### config.mk
export PLATFORM = sky130hd
export DESIGN_NAME = i2s_adc_rx_flat
export DESIGN_NICKNAME = d
export VERILOG_FILES = /design/src/rtl/audio_pkg.sv /design/src/rtl/i2s_adc_rx_if.sv /design/src/rtl/sync_edge.sv /design/src/rtl/i2s_adc_rx.sv /design/src/flat_wrapper.sv
export SDC_FILE = /design/constraint.sdc
export NUM_CORES = 1
export LEC_CHECK = 0
export CAP_MARGIN = 15
export CORE_MARGIN = 10
export CORE_UTILIZATION = 68
export CTS_CLUSTER_SIZE = 8
export DETAILED_ROUTE_END_ITERATION = 8
export DONT_BUFFER_PORTS = 1
export GPL_TIMING_DRIVEN = 0
export HOLD_SLACK_MARGIN = 0.08
export PLACE_DENSITY = 0.94
export SETUP_SLACK_MARGIN = 0.02
export SYNTH_ARGS = -nofsm -noshare
export SYNTH_HDL_FRONTEND = slang
export SYNTH_SLANG_ARGS = --single-unit
### constraint.sdc
create_clock -name clk -period 3.5 [get_ports clk]
set_input_delay 0.7 -clock clk [delete_from_list [all_inputs] [get_ports clk]]
set_output_delay 0.7 -clock clk [all_outputs]
set_load 0.005 [all_outputs]
### src/rtl/audio_pkg.sv
// rtl/audio_pkg.sv - shared audio sample type, width and I2S receiver state encoding
package audio_pkg;

  localparam int AUDIO_W = 24;

  typedef logic signed [AUDIO_W-1:0] sample_t;

  typedef enum logic [1:0] {
    HUNT,
    SKIP,
    SHIFT,
    PAD
  } i2s_state_t;

endpackage

### src/rtl/i2s_adc_rx_if.sv
// rtl/i2s_adc_rx_if.sv - one-deep left/right/mono sample handshake between receiver and consumer
interface i2s_adc_rx_if
  import audio_pkg::*;
#(
  parameter int DATA_WIDTH = AUDIO_W
);

  logic                         sample_valid;
  logic                         sample_ready;
  logic signed [DATA_WIDTH-1:0] left_data;
  logic signed [DATA_WIDTH-1:0] right_data;
  logic signed [DATA_WIDTH-1:0] mono_data;

  modport master (
    output sample_valid,
    output left_data,
    output right_data,
    output mono_data,
    input  sample_ready
  );

  modport slave (
    input  sample_valid,
    input  left_data,
    input  right_data,
    input  mono_data,
    output sample_ready
  );

endinterface

### src/rtl/sync_edge.sv
// rtl/sync_edge.sv - multi-flop synchroniser with an enable-gated previous-value register
// and rise / any-edge outputs relative to that previous value.
module sync_edge #(
  parameter int STAGES = 2
) (
  input  logic clk,
  input  logic rst_n,
  input  logic din,
  input  logic en,
  output logic level,
  output logic rise,
  output logic edge_any
);

  logic [STAGES-1:0] sync_q;
  logic              prev_q;

  // prev_q only advances when en is high, so a slow strobe can compare
  // against the value seen at its own previous occurrence.
  always_ff @(posedge clk or negedge rst_n) begin
    if (!rst_n) begin
      sync_q <= '0;
      prev_q <= 1'b0;
    end else begin
      sync_q <= {sync_q[STAGES-2:0], din};
      if (en) begin
        prev_q <= sync_q[STAGES-1];
      end
    end
  end

  assign level    = sync_q[STAGES-1];
  assign rise     = level & ~prev_q;
  assign edge_any = level ^ prev_q;

endmodule

### src/rtl/i2s_adc_rx.sv
// rtl/i2s_adc_rx.sv - WM8731 I2S ADC deserialiser producing signed left/right/mono
// sample pairs in the clk domain through a one-deep output slot.
module i2s_adc_rx
  import audio_pkg::*;
#(
  parameter int DATA_WIDTH  = AUDIO_W,
  parameter int SYNC_STAGES = 2
) (
  input  logic                 clk,
  input  logic                 rst_n,
  input  logic                 aud_bclk,
  input  logic                 aud_adclrck,
  input  logic                 aud_adcdat,
  i2s_adc_rx_if.master         smp,
  output logic                 overrun,
  output logic [7:0]           frame_err_cnt
);

  localparam int CW = $clog2(DATA_WIDTH + 1);

  logic bclk_rise;
  logic bclk_level_unused;
  logic bclk_edge_unused;
  logic lrck_level;
  logic lrck_diff;
  logic lrck_rise_unused;
  logic dat_level;
  logic dat_rise_unused;
  logic dat_edge_unused;

  sync_edge #(.STAGES(SYNC_STAGES)) u_bclk (
    .clk(clk), .rst_n(rst_n), .din(aud_bclk), .en(1'b1),
    .level(bclk_level_unused), .rise(bclk_rise), .edge_any(bclk_edge_unused)
  );

  // LRCK history is sampled per BCLK rise, so a frame edge is one that
  // differs from the level seen at the previous bit.
  sync_edge #(.STAGES(SYNC_STAGES)) u_lrck (
    .clk(clk), .rst_n(rst_n), .din(aud_adclrck), .en(bclk_rise),
    .level(lrck_level), .rise(lrck_rise_unused), .edge_any(lrck_diff)
  );

  sync_edge #(.STAGES(SYNC_STAGES)) u_dat (
    .clk(clk), .rst_n(rst_n), .din(aud_adcdat), .en(1'b1),
    .level(dat_level), .rise(dat_rise_unused), .edge_any(dat_edge_unused)
  );

  i2s_state_t            state;
  logic [CW-1:0]         bit_cnt;
  logic [DATA_WIDTH-1:0] shreg;
  logic [DATA_WIDTH-1:0] left_hold;
  logic                  chan_right;
  logic                  have_left;

  logic                  lrck_edge;
  logic [DATA_WIDTH-1:0] word_next;
  logic                  word_done;
  logic                  pair_done;
  logic [DATA_WIDTH:0]   mono_sum;
  logic                  accept;

  always_comb begin
    lrck_edge = bclk_rise & lrck_diff;
    word_next = {shreg[DATA_WIDTH-2:0], dat_level};
    word_done = (state == SHIFT) && bclk_rise && !lrck_edge
                && (bit_cnt == CW'(DATA_WIDTH - 1));
    pair_done = word_done && chan_right && have_left;
    // One guard bit makes the sum exact; dropping the LSB floors toward -inf.
    mono_sum  = {left_hold[DATA_WIDTH-1], left_hold}
              + {word_next[DATA_WIDTH-1], word_next};
    accept    = smp.sample_valid & smp.sample_ready;
  end

  always_ff @(posedge clk or negedge rst_n) begin
    if (!rst_n) begin
      state            <= HUNT;
      bit_cnt          <= '0;
      shreg            <= '0;
      left_hold        <= '0;
      chan_right       <= 1'b0;
      have_left        <= 1'b0;
      smp.sample_valid <= 1'b0;
      smp.left_data    <= '0;
      smp.right_data   <= '0;
      smp.mono_data    <= '0;
      overrun          <= 1'b0;
      frame_err_cnt    <= '0;
    end else begin
      if (pair_done) begin
        if (!smp.sample_valid || smp.sample_ready) begin
          smp.sample_valid <= 1'b1;
          smp.left_data    <= left_hold;
          smp.right_data   <= word_next;
          smp.mono_data    <= mono_sum[DATA_WIDTH:1];
        end else begin
          overrun <= 1'b1;
        end
      end else if (accept) begin
        smp.sample_valid <= 1'b0;
      end

      case (state)
        HUNT: begin
          if (lrck_edge) begin
            state      <= SKIP;
            chan_right <= lrck_level;
            have_left  <= 1'b0;
          end
        end
        SKIP: begin
          if (lrck_edge) begin
            chan_right <= lrck_level;
            if (!lrck_level) have_left <= 1'b0;
          end else if (bclk_rise) begin
            state   <= SHIFT;
            bit_cnt <= '0;
          end
        end
        SHIFT: begin
          if (lrck_edge) begin
            if (frame_err_cnt != 8'hFF) frame_err_cnt <= frame_err_cnt + 8'd1;
            state      <= SKIP;
            chan_right <= lrck_level;
            have_left  <= 1'b0;
            bit_cnt    <= '0;
          end else if (bclk_rise) begin
            shreg <= word_next;
            if (bit_cnt == CW'(DATA_WIDTH - 1)) begin
              bit_cnt <= CW'(DATA_WIDTH);
              state   <= PAD;
              if (!chan_right) begin
                left_hold <= word_next;
                have_left <= 1'b1;
              end else begin
                have_left <= 1'b0;
              end
            end else begin
              bit_cnt <= bit_cnt + 1'b1;
            end
          end
        end
        PAD: begin
          if (lrck_edge) begin
            state      <= SKIP;
            chan_right <= lrck_level;
            if (!lrck_level) have_left <= 1'b0;
          end
        end
        default: state <= HUNT;
      endcase
    end
  end

endmodule

### src/flat_wrapper.sv
// flat-port wrapper written by rule: the top's interface ports become plain ports
module i2s_adc_rx_flat import audio_pkg::*;
#(
  parameter int DATA_WIDTH  = AUDIO_W,
  parameter int SYNC_STAGES = 2
)
  (clk, rst_n, aud_bclk, aud_adclrck, aud_adcdat, overrun, frame_err_cnt, smp_sample_valid, smp_left_data, smp_right_data, smp_mono_data, smp_sample_ready);
  i2s_adc_rx_if #(.DATA_WIDTH(DATA_WIDTH)) smp_i ();
  input  logic clk;
  input  logic rst_n;
  input  logic aud_bclk;
  input  logic aud_adclrck;
  input  logic aud_adcdat;
  output logic overrun;
  output logic [7:0] frame_err_cnt;
  output wire logic [$bits(smp_i.sample_valid)-1:0] smp_sample_valid;
  output wire logic [$bits(smp_i.left_data)-1:0] smp_left_data;
  output wire logic [$bits(smp_i.right_data)-1:0] smp_right_data;
  output wire logic [$bits(smp_i.mono_data)-1:0] smp_mono_data;
  input wire logic [$bits(smp_i.sample_ready)-1:0] smp_sample_ready;
  assign smp_sample_valid = smp_i.sample_valid;
  assign smp_left_data = smp_i.left_data;
  assign smp_right_data = smp_i.right_data;
  assign smp_mono_data = smp_i.mono_data;
  assign smp_i.sample_ready = smp_sample_ready;
  i2s_adc_rx #(.DATA_WIDTH(DATA_WIDTH), .SYNC_STAGES(SYNC_STAGES)) u_core (.clk(clk), .rst_n(rst_n), .aud_bclk(aud_bclk), .aud_adclrck(aud_adclrck), .aud_adcdat(aud_adcdat), .smp(smp_i), .overrun(overrun), .frame_err_cnt(frame_err_cnt));
endmodule
; Word level (Yosys, flattened, before mapping)
; Cells that the tools add are included.
[op_classes]
n_eq_ne = 15
mux = 26
n_reduce_logical = 23
add_sub_neg = 3
bitwise_logic = 8
[op_table]
columns = cell, n
row1 = $add A24 B24 Y25, 1
row2 = $mux W5, 5
row3 = $reduce_and A5 Y1, 3
row4 = $mux W1, 12
row5 = $mux W2, 6
row6 = $ne A2 B1 Y1 const B, 5
row7 = $pmux W5 S2, 1
row8 = $add A8 B1 Y8 const B, 1
row9 = $ne A8 B8 Y1 const B, 1
row10 = $ne A2 B2 Y1 const B, 3
row11 = $pmux W2 S3, 1
row12 = $reduce_and A2 Y1, 3
row13 = $reduce_and A3 Y1, 2
row14 = $add A5 B1 Y5 const B, 1
row15 = $eq A5 B5 Y1 const B, 1
row16 = $logic_and A1 B1 Y1, 5
row17 = $eq A2 B2 Y1 const B, 2
row18 = $not A1 Y1, 4
row19 = $reduce_and A4 Y1, 1
row20 = $reduce_bool A2 Y1, 2
row21 = $reduce_or A2 Y1, 2
row22 = $reduce_or A4 Y1, 1
row23 = $and A1 B1 Y1, 3
row24 = $ne A3 B1 Y1 const B, 1
row25 = other kinds (7), 8
[word_totals]
reg_bits = 146
wordCells = 92
in_bits = 6
output_inout_bits = 82

; Longest topological paths before layout
[logic_depth]
word_depth = 10
mapped_depth = 9
mapped_depth_nobuf = 8

; By module
; Synthesis repeated with hierarchy kept, for this count alone.
[hier_totals]
hier_cells = 682
hier_area_um2 = 6989.2
[by_module_without_submodules]
columns = mod, area_per_inst_um2, seq_area_each_um2, instances, cells_per_inst
row1 = i2s_adc_rx, 6658.9, 3453.3, 1, 661
row2 = sync_edge, 110.1, 75.1, 3, 7

; Worst setup path after synthesis
; Ideal clock, no wire load.
[synth_path]
path_type = register to register
startpoint = register u_core.shreg[4]
endpoint = register u_core.smp.mono_data[15]
required_time_ps = 3375
period_less_slack_ps = 2099
path_stages_with_launch = 9
setup_time_ps = 125
setup_slack_ps = 1401
path_buffers = 1
arrival_ps = 1974
cell_sequence = dfrtp_1 > ha_1 > clkbuf_1 > o211ai_1 > a21oi_1 > o21ai_0 > o21a_1 > xnor2_1 > mux2_2
[synth_via]
elab_chain_cells = 1
[synth_rtl]
columns = element, line_no
row1 = from (decl), i2s_adc_rx.sv:50  ; logic [DATA_WIDTH-1:0] shreg;
row2 = from (signal assigned), i2s_adc_rx.sv:127  ; shreg <= word_next;
row3 = $add A24 B24 Y25, i2s_adc_rx.sv:70  ; + {word_next[DATA_WIDTH-1], word_next};
row4 = to (signal assigned), i2s_adc_rx.sv:94  ; smp.mono_data <= mono_sum[DATA_WIDTH:1];
row5 = to (decl), i2s_adc_rx_if.sv:18  ; output mono_data,
; Every way passes these cells.
; A chain may end at the register's enable or synchronous reset.

; Final worst setup path
[layout_path]
startpoint = register u_core.shreg[6]
endpoint = register u_core.smp.mono_data[21]
; The elaborated chain is that of the path after synthesis.

==> impl_results.md <==
- Status: complete, but fails checks
- Failing checks: hold timing
- Fin crit period: 2.66 ns
- Worst slew pin tran: 0.706 ns
- Final WL: 17.2 mm
- Total CTS buffers: 17
- Sink Count: 146
- Warnings from Yosys: 0
- Post-Syn Area: 7030 µm²
- Net load switching power: 0.993 mW
- Syn nets: 738
- Setup bufs post-CTS: 0
- Row count: 37
- Vias: 5346
- Root Driver: clkbuf_8
- Vias in the first global route: 5448
- Seq pwr share: 46.4%
- Grt total ovfl: 0
- Initial core utilization: slightly below 70%
- WS Path Type: reg2reg
- Gpl congestion: 0.911
- Initial antenna violation count: 0
- First-pass GRT wire length: 27.7 mm
- Final Max Tran Viols: 0
- Die height: 122 µm
- Final hold vios: 146
- Nets: 757
- Critical Path RT: 3.96 ns
- Later-pin clock latency in the skew report: 0.53 ns
- Number of synthesized register bits: between 100 and 150
- Async SR Flop Fraction: 100%
- Max_cap viols: 0
- Hold Path Class: in2async
- RSZ-0062 raised after global routing: false
- Core ar.: 10200 µm²
- Bufs on Longest Clock Path: 2
- CP Launch Type: flop
- Power Internal: 2.92 mW
- WHS: -0.129 ns
- Layout Skew: ~0.009 ns
- Final period utilization: 75.9%
- Tot GR Track Use: 23.5%
- Post-synth top cells: 202 x nand2_1, 146 x dfrtp_1, 49 x mux2_2
- Lkg Pwr: just under 4 nW
- Layout cells sized above 1: 13.8%
- DRC Markers: 0
- Cell count after synthesis: 701
- Syn avg cell area: 10.0 µm²
- Setup TNS: 0 ns
- WL/cell: about 20 µm
- Final HPWL DP: around 12 mm
- Area Overhead vs Synth: 10.5%
- Maximum clock frequency: 377 MHz
- Sw Share: 25.4%
- Placed Area: roughly 7200 µm²
- Reg clk slew, reported paths: 0.06 ns
- Yosys top cell area share: 52.0%
- Number of non-filler instances in the completed layout: between 800 and 900
- Largest net degree at the start of global routing: 147
- Critical Path Fanout Max: 6
- Seq/Total Area, Yosys: 52.0%
- Antenna-violating nets left: 0
- DRT iter0 DRCs: 663
- Leading area contributor after synthesis: dfrtp_1
- Slew HR: 52.4%
- Worst setup EP type: flop
- Clock share of power: 44.6%
- Diodes inserted: 0
- Placed cell count: 837
- Max IR drop VDD: 0.370 mV
- Most frequent cell after synthesis: nand2_1
- DIE AREA: roughly 15000 µm²
- IO Pins: between 80 and 90
- Setup ws final: around 0.84 ns
- Design area: 7770 µm²
- Top cells by area, synth: dfrtp_1 52%, nand2_1 11%, mux2_2 7.8%, ha_1 5.3%, o21ai_0 2.6%
- Netlist cell types: 57
- First-pass iteration count of the detailed router: 8
- Die Wd: about 120 µm
- Place WS: 0.891 ns
- TritonCTS clock tree: done
- Share of power burned in combinational logic: 8.9%
- Final setup viols: 0
- Post-synth EDFFs: 0
- H-tree depth: 4
- PwrDens: slightly above 500 nW/µm²
- PortBufs: 0
- Via density: 6.15
- CP Data Arrival Time: roughly 3.1 ns
- Ys flop type: dfrtp_1
## what timing repair did
action	CTS	global route
endpoints found under the hold margin	146	146
gates resized for setup	0	0
endpoints found under the setup margin	0	0
## flip-flops by register name, indices dropped and copies added, names as in the netlist
register                 cells
u_core.smp.left_data        24
u_core.shreg                23
u_core.overrun               1
u_core.bit_cnt               5
u_core.u_dat.sync_q          2
u_core.smp.mono_data        24
u_core.left_hold            24
u_core.u_bclk.sync_q         2
u_core.state                 2
u_core.u_lrck.sync_q         2
u_core.smp.right_data       24
u_core.u_bclk.prev_q         1
u_core.chan_right            1
u_core.frame_err_cnt         8
u_core.have_left             1
u_core.smp.sample_valid      1
u_core.u_lrck.prev_q         1
## power by group through the flow
stage	clock network (mW)	logic, mW	registers, mW
6_report	1.75	0.349	1.82
5_1_grt	1.82	0.391	1.83
4_1_cts	1.75	0.349	1.82
3_5_place_dp	0	0.349	1.85
3_3_place_gp	0	0.308	1.84
2_1_floorplan	0	0.271	1.83
## logic make-up after synthesis
logic type	count (synthesis)	share of synthesized area, %
and+or+nand+nor	293	18.1
buffers and inverters	39	2.71
AOI/OAI and AO/OA	116	10.2
muxes	52	8.28
adders and majority gates	31	5.62
DFF	146	52.0
xor gates and xnor gates	24	3.10
## layout by cell type (no fill, tap or decap), types with 5 or more instances in the layout
| cell type | instances |
|---|---|
| clkbuf_1 | 17 |
| nand3_1 | 17 |
| mux2_2 | 49 |
| clkbuf_16 | 16 |
| o21a_1 | 5 |
| nand2b_1 | 7 |
| nand4_1 | 10 |
| nor3_1 | 9 |
| nor2_1 | 26 |
| o21ai_0 | 37 |
| nand2_1 | 202 |
| xor2_1 | 9 |
| inv_1 | 6 |
| ha_1 | 30 |
| xnor2_1 | 14 |
| a211oi_1 | 6 |
| a21oi_1 | 28 |
| o211ai_1 | 6 |
| buf_2 | 10 |
| a21o_1 | 8 |
| dfrtp_1 | 146 |
## per-layer routing
layer | share of wire, % | track usage, % | wire length (µm)
met5 | 0 | 0 | 0
met1 | 39 | 27.8 | 6700
met4 | 2.5 | 10.9 | 433
met2 | 50 | 39.9 | 8570
met3 | 8.5 | 5.46 | 1450
## critical path: stages (launching register included)
cell      delay, ns
dfrtp_1        0.44
ha_1           0.39
a21oi_1        0.29
o21ai_0        0.17
a221oi_1       0.63
nor2_1         0.15
or3_1          0.43
nand3_1        0.09
## area by class of cell
cell class | count | area, µm²
Buffer | 33 | 168
Clock buffer | 19 | 432
Clock inverter | 13 | 136
Fill cell | 674 | 2420
Inverter | 6 | 22.5
Multi-Input combinational cell | 516 | 3190
Sequential cell | 146 | 3650
Tap cell | 136 | 170
## through the flow
stage / hold slack, ns / total power [mW] / util (%)
global route: -0.145 / 4.04 / 76.3
finish: -0.129 / 3.91 / 76.3
global placement: 0.332 / 2.15 / 70.7
CTS: -0.143 / 3.92 / 76.3
detailed placement: 0.337 / 2.20 / 70.7
floorplan: 0.331 / 2.10 / -
## final timing paths
check / startpoint / end / slack (ns) / depth (start not counted)
setup / recovery: u_core.shreg[6] / u_core.smp.mono_data[21] / 0.84 / 7
setup reg to reg: u_core.shreg[6] / u_core.smp.mono_data[21] / 0.84 / 7
hold reg to reg: u_core.u_dat.sync_q[0] / u_core.u_dat.sync_q[1] / 0.35 / 0
hold / removal: rst_n / u_core.smp.right_data[0] / -0.13 / 0
min in group clk: aud_bclk / u_core.u_bclk.sync_q[0] / 0.20 / 0
max in group asynchronous: rst_n / u_core.shreg[15] / 3.44 / 0
(Power assumes the default switching activity.)
